## config.mk

```make
export PLATFORM = sky130hd
export DESIGN_NAME = cache_controller_flat
export DESIGN_NICKNAME = d
export VERILOG_FILES = /design/src/rtl/cache_controller_if.sv /design/src/rtl/cache_controller.sv /design/src/flat_wrapper.sv
export SDC_FILE = /design/constraint.sdc
export NUM_CORES = 1
export LEC_CHECK = 0
export ABC_CLOCK_PERIOD_IN_PS = 2060
export BUFFER_PORTS_ARGS = -buffer_cell sky130_fd_sc_hd__clkbuf_2
export CAP_MARGIN = 20
export CORE_UTILIZATION = 43
export CTS_CLUSTER_SIZE = 30
export DETAILED_ROUTE_END_ITERATION = 7
export GPL_TIMING_DRIVEN = 0
export PLACE_DENSITY = 0.79
export RECOVER_POWER = 25
export SYNTH_ARGS = -nofsm -noshare
export SYNTH_HDL_FRONTEND = slang
export SYNTH_SLANG_ARGS = --single-unit
```

## constraint.sdc

```tcl
create_clock -name clk -period 2.06 [get_ports clk]
set_input_delay 0.206 -clock clk [delete_from_list [all_inputs] [get_ports clk]]
set_output_delay 0.206 -clock clk [all_outputs]
set_load 0.02 [all_outputs]
```

## src/rtl/cache_controller_if.sv

```systemverilog
// Memory-side bus of the cache controller: one word-beat request (read or write) completed by a one-cycle ack.
interface cache_controller_if #(
    parameter int ADDR_W = 32
);
    logic              mem_read;
    logic              mem_write;
    logic [ADDR_W-1:0] mem_address;
    logic              mem_ack;

    modport master (output mem_read, output mem_write, output mem_address, input mem_ack);
    modport slave  (input mem_read, input mem_write, input mem_address, output mem_ack);
endinterface

```

## src/rtl/cache_controller.sv

```systemverilog
// Sequencing FSM for a direct-mapped write-back data cache: tag compare, dirty-victim write-back,
// word-by-word refill, then tag/valid/dirty update. Array lookup is combinational and lives outside.
module cache_controller #(
    parameter int ADDR_W   = 32,
    parameter int INDEX_W  = 4,
    parameter int OFFSET_W = 2,
    parameter int BYTE_W   = 2,
    parameter int TAG_W    = ADDR_W - INDEX_W - OFFSET_W - BYTE_W
) (
    input  logic                clk,
    input  logic                reset,
    input  logic                cpu_read,
    input  logic                cpu_write,
    input  logic [ADDR_W-1:0]   cpu_address,
    output logic                busywait,
    input  logic                tag_hit,
    input  logic                victim_dirty,
    input  logic [TAG_W-1:0]    victim_tag,
    output logic [INDEX_W-1:0]  ctrl_index,
    output logic [TAG_W-1:0]    ctrl_tag,
    output logic [OFFSET_W-1:0] ctrl_offset,
    output logic                word_we,
    output logic                line_we,
    output logic                tag_we,
    output logic [OFFSET_W-1:0] beat,
    cache_controller_if.master  mem
);

    typedef enum logic [2:0] {IDLE, COMPARE, WRITEBACK, REFILL, UPDATE} state_t;

    state_t              state, state_d;
    logic [OFFSET_W-1:0] beat_d;
    logic                op_write;
    logic                latch_en;
    logic                busy;
    logic                last_beat;
    logic                unused_byte_bits;

    assign last_beat        = (beat == {OFFSET_W{1'b1}});
    assign unused_byte_bits = &{1'b0, cpu_address[BYTE_W-1:0]};

    always_ff @(posedge clk or negedge reset) begin
        if (!reset) begin
            state <= IDLE;
        end else begin
            state <= state_d;
        end
    end

    // NOTE: sequential state uses non-blocking assignments so every flop samples pre-edge values.
    always_ff @(posedge clk or negedge reset) begin
        if (!reset) begin
            beat        <= '0;
            ctrl_tag    <= '0;
            ctrl_index  <= '0;
            ctrl_offset <= '0;
            op_write    <= 1'b0;
        end else begin
            beat <= beat_d;
            if (latch_en) begin
                ctrl_tag    <= cpu_address[ADDR_W-1 -: TAG_W];
                ctrl_index  <= cpu_address[BYTE_W+OFFSET_W +: INDEX_W];
                ctrl_offset <= cpu_address[BYTE_W +: OFFSET_W];
                op_write    <= cpu_write;
            end
        end
    end

    // NOTE: every signal written here gets a default first, so no latch can be inferred.
    always_comb begin
        state_d         = state;
        beat_d          = beat;
        latch_en        = 1'b0;
        busy            = 1'b0;
        word_we         = 1'b0;
        line_we         = 1'b0;
        tag_we          = 1'b0;
        mem.mem_read    = 1'b0;
        mem.mem_write   = 1'b0;
        mem.mem_address = '0;

        case (state)
            IDLE: begin
                if (cpu_read || cpu_write) begin
                    latch_en = 1'b1;
                    busy     = 1'b1;
                    state_d  = COMPARE;
                end
            end
            COMPARE: begin
                beat_d = '0;
                if (tag_hit) begin
                    word_we = op_write;
                    state_d = IDLE;
                end else begin
                    busy    = 1'b1;
                    state_d = victim_dirty ? WRITEBACK : REFILL;
                end
            end
            WRITEBACK: begin
                busy            = 1'b1;
                mem.mem_write   = 1'b1;
                mem.mem_address = {victim_tag, ctrl_index, beat, {BYTE_W{1'b0}}};
                if (mem.mem_ack) begin
                    beat_d = beat + 1'b1;
                    if (last_beat) state_d = REFILL;
                end
            end
            REFILL: begin
                busy            = 1'b1;
                mem.mem_read    = 1'b1;
                mem.mem_address = {ctrl_tag, ctrl_index, beat, {BYTE_W{1'b0}}};
                line_we         = mem.mem_ack;
                if (mem.mem_ack) begin
                    beat_d = beat + 1'b1;
                    if (last_beat) state_d = UPDATE;
                end
            end
            UPDATE: begin
                busy    = 1'b1;
                tag_we  = 1'b1;
                state_d = COMPARE;
            end
            default: state_d = IDLE;
        endcase
    end

    // A CPU request held across reset must not show as a stall while the controller is held in reset.
    assign busywait = busy & reset;

endmodule
```

## src/flat_wrapper.sv

```systemverilog
// flat-port wrapper written by rule: the top's interface ports become plain ports
module cache_controller_flat 
#(
    parameter int ADDR_W   = 32,
    parameter int INDEX_W  = 4,
    parameter int OFFSET_W = 2,
    parameter int BYTE_W   = 2,
    parameter int TAG_W    = ADDR_W - INDEX_W - OFFSET_W - BYTE_W
)
  (clk, reset, cpu_read, cpu_write, cpu_address, busywait, tag_hit, victim_dirty, victim_tag, ctrl_index, ctrl_tag, ctrl_offset, word_we, line_we, tag_we, beat, mem_mem_read, mem_mem_write, mem_mem_address, mem_mem_ack);
  cache_controller_if #(.ADDR_W(ADDR_W)) mem_i ();
  input  logic clk;
  input  logic reset;
  input  logic cpu_read;
  input  logic cpu_write;
  input  logic [ADDR_W-1:0] cpu_address;
  output logic busywait;
  input  logic tag_hit;
  input  logic victim_dirty;
  input  logic [TAG_W-1:0] victim_tag;
  output logic [INDEX_W-1:0] ctrl_index;
  output logic [TAG_W-1:0] ctrl_tag;
  output logic [OFFSET_W-1:0] ctrl_offset;
  output logic word_we;
  output logic line_we;
  output logic tag_we;
  output logic [OFFSET_W-1:0] beat;
  output wire logic [$bits(mem_i.mem_read)-1:0] mem_mem_read;
  output wire logic [$bits(mem_i.mem_write)-1:0] mem_mem_write;
  output wire logic [$bits(mem_i.mem_address)-1:0] mem_mem_address;
  input wire logic [$bits(mem_i.mem_ack)-1:0] mem_mem_ack;
  assign mem_mem_read = mem_i.mem_read;
  assign mem_mem_write = mem_i.mem_write;
  assign mem_mem_address = mem_i.mem_address;
  assign mem_i.mem_ack = mem_mem_ack;
  cache_controller #(.ADDR_W(ADDR_W), .INDEX_W(INDEX_W), .OFFSET_W(OFFSET_W), .BYTE_W(BYTE_W), .TAG_W(TAG_W)) u_core (.clk(clk), .reset(reset), .cpu_read(cpu_read), .cpu_write(cpu_write), .cpu_address(cpu_address), .busywait(busywait), .tag_hit(tag_hit), .victim_dirty(victim_dirty), .victim_tag(victim_tag), .ctrl_index(ctrl_index), .ctrl_tag(ctrl_tag), .ctrl_offset(ctrl_offset), .word_we(word_we), .line_we(line_we), .tag_we(tag_we), .beat(beat), .mem(mem_i));
endmodule
```

==> results.toml, run 1 <==
[finish]
n_antenna_cell = 0
final_common_cell = "clkbuf_2"
syn_to_final_growth_pct = 39.5
drive_gt1_frac = 0.590
mostFrequentLayoutCells = "clkbuf_2, dfrtp_1, mux2_4, nor2_1, mux2i_1"
post-route-util = 0.642
fin_cells = 357
final_nets = 368
fill_cells = 369

[placed_design]
dp_hpwl_um = 3790
place_inst = 349
gp_congestion = 0.771
portBuffers = 128

[floorplan]
initial_core_util = 0.460
die_area_sq_um = 5100
io_pins = 133
core_sq_um = 4500
die-width_um = 71.4
rows = 24
die_y_um = 71.4

[yosys]
synth_area_sq_um = 2070
ys_types = 32
synth.avg_cell_area_sq_um = 12.3
synth_cells = 168
synth-seq-cells = 36
yosysWarningCount = 0
synth_seq_area_share = 0.435

[drt]
wl_per_cell_um = 13.9
dr.pass1.iters = 4
drcViolationCount = 0
drt_iter0_drc = 86
totalWireLength_um = 4960
vias_per_cell = 5.01
antenna_left = 0
vias = 1789

[sta]
final.min_clock_period_ps = 1790
fin_hold_ws_ps = 34.6
grt_setup_unrepaired = "no"
slew_headroom = 0.405
period_share = 0.867
slew_violations = 0
tns_ps = 0
fin_skew_ps = 3.61
clock.fmax_ghz = 0.560
setup_viol_count_final = 0
tightestPinTransition_ps = 893
hold_violations = 0

[worst_setup_path]
reg2reg_slack_ps = 530
rr_worst_depth = 5
startpoint_type = "flop"
timing.rr.end = "u_core.ctrl_tag[20]"
cp.required_ps = 1850
worst-endpoint-arrival_ps = 1580
critPathCaptureType = "primary output"
r2r_start = "u_core.state[0]"
critical_path.max_fanout = 10
worst-setup-path-type = "flop to primary output"

[cts]
numClockSinks = 36
cts-resized-gates = 0
clockBufferDepth = 2
cts_tree = "built"
htree_levels = 2
clk_latency_ps = 280
cts_hold_buffers = 0
postCtsSetupBuffers = 0
clk_pin_slew_ps = 70
root_buffer = "clkbuf_8"
cts_made_buffers = 5

[grt]
grt-ovfl-total = 0
antenna_found_initial = 0
grt_max_degree = 38
grt_pass1_wl_um = 7620
grt_use_total = 0.198
grt_pass1_vias = 1638

[pwr]
power.leakage_nw = 1.59
ir_drop_mv = 0.873
p_per_area_nw_per_um2 = 1790
finalPower_mw = 5.19

[run]
max_cap_violations = 0

[worst_hold_path]
min_path_type = "input pin to asynchronous set/reset pin"

[run_status]
status = "finished clean"
sequential cells by signal (all words and copies together), names as in the netlist:
register	cells
u_core.ctrl_index	4
u_core.beat	2
u_core.state	3
u_core.op_write	1
u_core.ctrl_tag	24
u_core.ctrl_offset	2
how the worst max path moves through the flow:
stage	start	to	cells past startpoint
5_1_grt	u_core.state[2]	mem_mem_address[25]	5
2_1_floorplan	u_core.state[0]	u_core.ctrl_index[0]	5
3_3_place_gp	reset	busywait	3
4_1_cts	u_core.state[2]	mem_mem_address[22]	5
6_report	u_core.state[2]	mem_mem_address[22]	5
3_5_place_dp	u_core.state[2]	mem_mem_address[22]	5
through the flow:
step                area [sq um]  setup WS [ps]
finish                      2890            275
global route                2890            107
global placement            2780            479
CTS                         2890            132
detailed placement          2780            456
floorplan                   2080            620
synthesized netlist by cell type, drive strengths merged:
master | number | share of area
o311ai | 1 | 0.0042
o21a | 1 | 0.0072
o21ai | 2 | 0.0048
buf | 11 | 0.054
o22ai | 1 | 0.0030
nor2 | 29 | 0.053
o2111ai | 1 | 0.0042
inv | 3 | 0.0054
a22o | 3 | 0.013
conb | 1 | 0.0018
and2 | 6 | 0.018
clkbuf | 1 | 0.0018
mux2 | 30 | 0.22
o31ai | 1 | 0.0036
a21boi | 1 | 0.0036
and3 | 2 | 0.0060
ha | 1 | 0.0060
nor3 | 2 | 0.010
mux2i | 25 | 0.12
nand3 | 1 | 0.0024
dfrtp | 36 | 0.43
nand2 | 4 | 0.0072
o221a | 1 | 0.0054
nand2b | 1 | 0.0030
nand4b | 1 | 0.0042
nor2b | 2 | 0.0060
worst max-delay path, stage by stage, from the launching register on:
cell	delay [ps]
dfrtp_1	460
inv_2	140
nand2_2	150
buf_2	230
nor2_1	130
clkbuf_2	180
kinds of logic after synthesis:
group | count (synthesis) | share of synthesized area
and+or+nand+nor | 48 | 0.110
buffers and inverters | 15 | 0.0609
adders and majority gates | 1 | 0.00603
other | 1 | 0.00181
DFF | 36 | 0.435
muxes | 55 | 0.338
AOI/OAI and AO/OA | 12 | 0.0489
report_power, final:
part	switching (mW)	internal (mW)	total (mW)
Combinational	1.80	1.42	3.22
Sequential	0.308	1.06	1.37
Clock	0.239	0.359	0.598
Total	2.35	2.84	5.19
cell type report:
cell class | count | area, sq um | area share
buffer | 12 | 115 | 0.0398
clock buffer | 6 | 72.6 | 0.0251
clock inverter | 2 | 35.0 | 0.0121
inverter | 3 | 11.3 | 0.00389
multi-input combinational | 118 | 1050 | 0.364
sequential | 36 | 901 | 0.311
tap | 52 | 65.1 | 0.0225
timing repair buffer | 128 | 641 | 0.221
layer usage:
layer | up-vias | global-route usage | routed length [um]
met2 | 92 | 0.327 | 2380
met3 | 11 | 0.0492 | 320
met1 | 832 | 0.248 | 2160
met4 | 0 | 0.0822 | 99
li1 | 854 | - | -
met5 | - | 0 | 0
No activity file was read; power rests on OpenSTA's default activity.
==> run 2: changes to the inputs <==
HOLD_SLACK_MARGIN = 0.15   (was default)
==> run 2 against run 1 <==
  * First-iteration DRC count shrank 12%
  * Cell area grew 8.0%
  * Via count grew 5.9%
  * Die area is the same
  * Sequential cell count is the same
  * Critical path depth is the same
  * Maximum frequency is essentially flat
  * Combinational power grew 2%
  * Power grew 1.2%
  * Non-clock buffer count grew 23
==> results.toml, run 2 (synthesis gave the netlist of run 1 again) <==
[run_status]
status = "finished clean"

[sta]
slew_headroom = 0.400
tns_ps = 0
setup_viol_count_final = 0
tightestPinTransition_ps = 899
clock.fmax_ghz = 0.560
final.min_clock_period_ps = 1780
hold_violations = 0
period_share = 0.866
grt_setup_unrepaired = "no"
fin_skew_ps = 3.96
slew_violations = 0

[pwr]
ir_drop_mv = 0.809
power.leakage_nw = 1.69
p_per_area_nw_per_um2 = 1680

[finish]
post-route-util = 0.693
ff_latch_area_sq_um = 901
final_area_sq_um = 3120
mostFrequentLayoutCells = "clkbuf_2, dfrtp_1, mux2_4, nor2_1, mux2i_1"
multiInputGateArea_sq_um = 1050
syn_to_final_growth_pct = 50.6
drive_gt1_frac = 0.549
final_common_cell = "clkbuf_2"
fin_cells = 380
top_regs = "u_core.ctrl_tag (24), u_core.ctrl_index (4), u_core.state (3)"
n_antenna_cell = 0
fill_cells = 344
largest_reg_flops = 24
final_nets = 391
regMostFlops = "u_core.ctrl_tag"

[cts]
postCtsSetupBuffers = 0
clk_pin_slew_ps = 70
clockBufferDepth = 2
htree_levels = 2
cts_tree = "built"
clk_latency_ps = 280
cts_made_buffers = 5
cts_hold_buffers = 23
root_buffer = "clkbuf_8"
numClockSinks = 36

[worst_hold_path]
min_path_type = "input pin to asynchronous set/reset pin"

[worst_setup_path]
worst-endpoint-arrival_ps = 1580
critPathCaptureType = "primary output"
cp.required_ps = 1850
critical_path.max_fanout = 10
startpoint_type = "flop"
worst-setup-path-type = "flop to primary output"

[grt]
grt_pass1_vias = 1757
grt_pass1_wl_um = 8290
antenna_found_initial = 0
grt_max_degree = 38
grt-ovfl-total = 0
grt_use_total = 0.214

[drt]
drcViolationCount = 0
totalWireLength_um = 5370
antenna_left = 0
vias_per_cell = 4.98
wl_per_cell_um = 14.1
vias = 1894
drt_iter0_drc = 76
dr.pass1.iters = 4

[floorplan]
die_y_um = 71.4
core_sq_um = 4500
die_area_sq_um = 5100
die-width_um = 71.4
rows = 24
initial_core_util = 0.460
io_pins = 133

[placed_design]
dpl-instance-area_sq_um = 2780
portBuffers = 128
gp_congestion = 0.771
dp_hpwl_um = 3790
place_inst = 349

[run]
max_cap_violations = 0
[run 2: cell type report]
cell class | instances | share of cell area
Buffer | 12 | 0.0369
Clock buffer | 6 | 0.0232
Clock inverter | 2 | 0.0112
Inverter | 3 | 0.00361
Multi-Input combinational cell | 118 | 0.337
Sequential cell | 36 | 0.288
Tap cell | 52 | 0.0208
Timing Repair Buffer | 151 | 0.279
[run 2: timing repair]
item / CTS / global route
endpoints found under the hold margin: 59 / 36
setup endpoints to repair: 0 / 3
resized for setup: 0 / 1
[run 2: worst paths after layout]
kind	start	endpoint	slack, ps	cells past startpoint
worst max-delay path	u_core.state[2]	mem_mem_address[29]	280	5
worst min-delay path	reset	u_core.beat[1]	40	1
worst max register to register	u_core.state[0]	u_core.ctrl_tag[10]	530	5
worst min register to register	u_core.op_write	u_core.op_write	520	1
max in group asynchronous	reset	u_core.ctrl_tag[5]	1460	1
min in group clk	cpu_address[31]	u_core.ctrl_tag[23]	160	2
[run 2: routing by layer]
layer | wire length, um | track usage
met5 | 0 | 0
met4 | 99 | 0.0844
met3 | 350 | 0.0520
met2 | 2640 | 0.364
met1 | 2280 | 0.263
[run 2: power breakdown]
group / internal [mW] / leakage (nW) / total (mW) / switching, mW
combinational: 1.45 / 1.21 / 3.27 / 1.82
sequential: 1.06 / 0.425 / 1.38 / 0.315
clock: 0.359 / 0.0552 / 0.603 / 0.244
total: 2.87 / 1.69 / 5.25 / 2.38
[run 2: through the flow]
stage | setup slack, ps | power (mW) | hold WS [ps]
after global routing | 108 | 5.56 | 112
final | 275 | 5.25 | 36.2
after floorplan | 620 | 3.62 | -89.6
after global placement | 479 | 4.56 | 368
after detailed placement | 456 | 4.62 | 380
after CTS | 132 | 5.28 | 69.4
[run 2: critical path, stage by stage (launching register included)]
cell and delay, ps:
dfrtp_1 460, inv_2 140, nand2_2 150, buf_2 240
nor2_1 130, clkbuf_2 170
==> run 3: changes to the inputs <==
ABC_CLOCK_PERIOD_IN_PS = 1800   (was 2060)
clock period = 1.8 ns   (was 2.06 ns; I/O delays follow)
==> run 3 against run 2 <==
  * First-iteration DRC count fell by 16%
  * Clock-buffer cell count is the same
  * Cell count is 1.8% higher
  * Combinational power increased by 17%
  * Global-route usage is 1.1 points higher
  * Via count rose by 3.2%
  * Largest power group unchanged
==> results.toml, run 3 (synthesis gave the netlist of run 1 again) <==
[run_status]
status = "finished clean"

[cts]
root_buffer = "clkbuf_8"
cts_hold_buffers = 30
postCtsSetupBuffers = 0
cts_tree = "built"
cts_made_buffers = 5
numClockSinks = 36
clk_pin_slew_ps = 70
htree_levels = 2
clk_latency_ps = 280
clockBufferDepth = 2

[drt]
drcViolationCount = 0
totalWireLength_um = 5670
vias_per_cell = 5.05
antenna_left = 0
vias = 1954
dr.pass1.iters = 4
drt_iter0_drc = 64
wl_per_cell_um = 14.7

[sta]
fin_skew_ps = 2.44
tns_ps = 0
period_share = 0.936
final.min_clock_period_ps = 1680
fin_ws_ps = 116
tightestPinTransition_ps = 902
clock.fmax_ghz = 0.594
slew_headroom = 0.399
grt_setup_unrepaired = "no"
slew_violations = 0
fin_hold_ws_ps = 9.22
hold_violations = 0
setup_viol_count_final = 0

[pwr]
p_clk_frac = 0.114
power.leakage_nw = 1.72
p_per_area_nw_per_um2 = 1890
p_seq_frac = 0.259
p_switching_mw = 2.76
ir_drop_mv = 0.932
intPower_mw = 3.33
combPwrFrac = 0.627
finalPower_mw = 6.09
swShare = 0.454

[worst_setup_path]
critical_path.max_fanout = 10
cp_slowest_cell = "dfrtp_1"
startpoint_type = "flop"
worst-setup-path-type = "flop to primary output"
critPathCaptureType = "primary output"
cp.required_ps = 1620
slowest_delay_ps = 380
path_cells = "buf_6 -> clkbuf_4 -> mux2i_1 -> nor2_1 -> clkbuf_2"
worst-endpoint-arrival_ps = 1500

[finish]
fill_cells = 330
multiInputGateArea_sq_um = 1060
top_regs = "u_core.ctrl_tag (24), u_core.ctrl_index (4), u_core.state (3)"
fin_cells = 387
mostFrequentLayoutCells = "clkbuf_2, dfrtp_1, mux2_4, dlygate4sd3_1, nor2_1"
drive_gt1_frac = 0.549
largest_reg_flops = 24
post-route-util = 0.714
syn_to_final_growth_pct = 55.2
regMostFlops = "u_core.ctrl_tag"
final_area_sq_um = 3220
final_common_cell = "clkbuf_2"
ff_latch_area_sq_um = 903
final_nets = 398
n_antenna_cell = 0

[placed_design]
preCtsSetupSlack_ps = 222
place_inst = 349
portBuffers = 128
dp_hpwl_um = 3790
dpl-instance-area_sq_um = 2780
gp_congestion = 0.771

[floorplan]
rows = 24
die-width_um = 71.4
core_sq_um = 4500
die_area_sq_um = 5100
initial_core_util = 0.460
io_pins = 133
die_y_um = 71.4

[grt]
grt_max_degree = 38
antenna_found_initial = 0
grt_use_total = 0.225
grt-ovfl-total = 0
grt_pass1_vias = 1858
grt_pass1_wl_um = 8700

[worst_hold_path]
min_path_type = "input pin to asynchronous set/reset pin"

[run]
max_cap_violations = 0
-- run 3: cell count changes in the layout (fill, tap and decap cells not counted), moves of 2 or more --
| cell | delta |
|---|---|
| dlygate4sd3_1 | +7 |
| buf_2 | -3 |
| buf_4 | +2 |
| dfrtp_1 | -2 |
| clkbuf_4 | +2 |
| dfrtp_2 | +2 |
-- run 3: routing by layer --
layer,routed length [um],share of wire,global-route usage,up-vias
met3,370,0.065,0.0520,17
met1,2340,0.41,0.266,910
met5,0,0,0,-
met2,2810,0.50,0.396,110
met4,150,0.026,0.0933,0
li1,-,-,-,917
-- run 3: layout make-up --
type                    count  area share
plain buffers              12      0.0393
clock buffers               6      0.0226
multi-input cells         118       0.329
repair buffers            158       0.292
clock inverters             2      0.0109
well taps                  52      0.0202
flip-flops and latches     36       0.281
inverters                   3     0.00428
-- run 3: timing repair --
item,CTS,global route
pin swaps,0,0
endpoints found under the hold margin,66,36
setup endpoints to repair,20,29
resized for setup,1,14
-- run 3: critical path, delay by kind of cell (launching register included) --
family	cells	cell delay (ps)
buf+inv	3	560
flops	1	380
simple gates	1	120
mux	1	160
-- run 3: path summary, 6_finish.rpt --
check / startpoint / endpoint / slack [ps] / cells past startpoint
setup / recovery: u_core.state[0] / mem_mem_address[15] / 120 / 5
hold / removal: reset / u_core.beat[1] / 9 / 1
setup reg to reg: u_core.state[0] / u_core.ctrl_tag[19] / 270 / 5
hold reg to reg: u_core.op_write / u_core.op_write / 520 / 1
max in group asynchronous: reset / u_core.state[1] / 1170 / 1
min in group clk: cpu_write / u_core.op_write / 180 / 2
-- run 3: power groups by stage --
stage          combinational (mW)  clock [mW]  sequential, mW
6_report                     3.82       0.692            1.58
5_1_grt                      4.05       0.739            1.64
4_1_cts                      3.78       0.710            1.57
3_5_place_dp                 3.72           0            1.57
3_3_place_gp                 3.66           0            1.56
2_1_floorplan                2.18           0            1.96
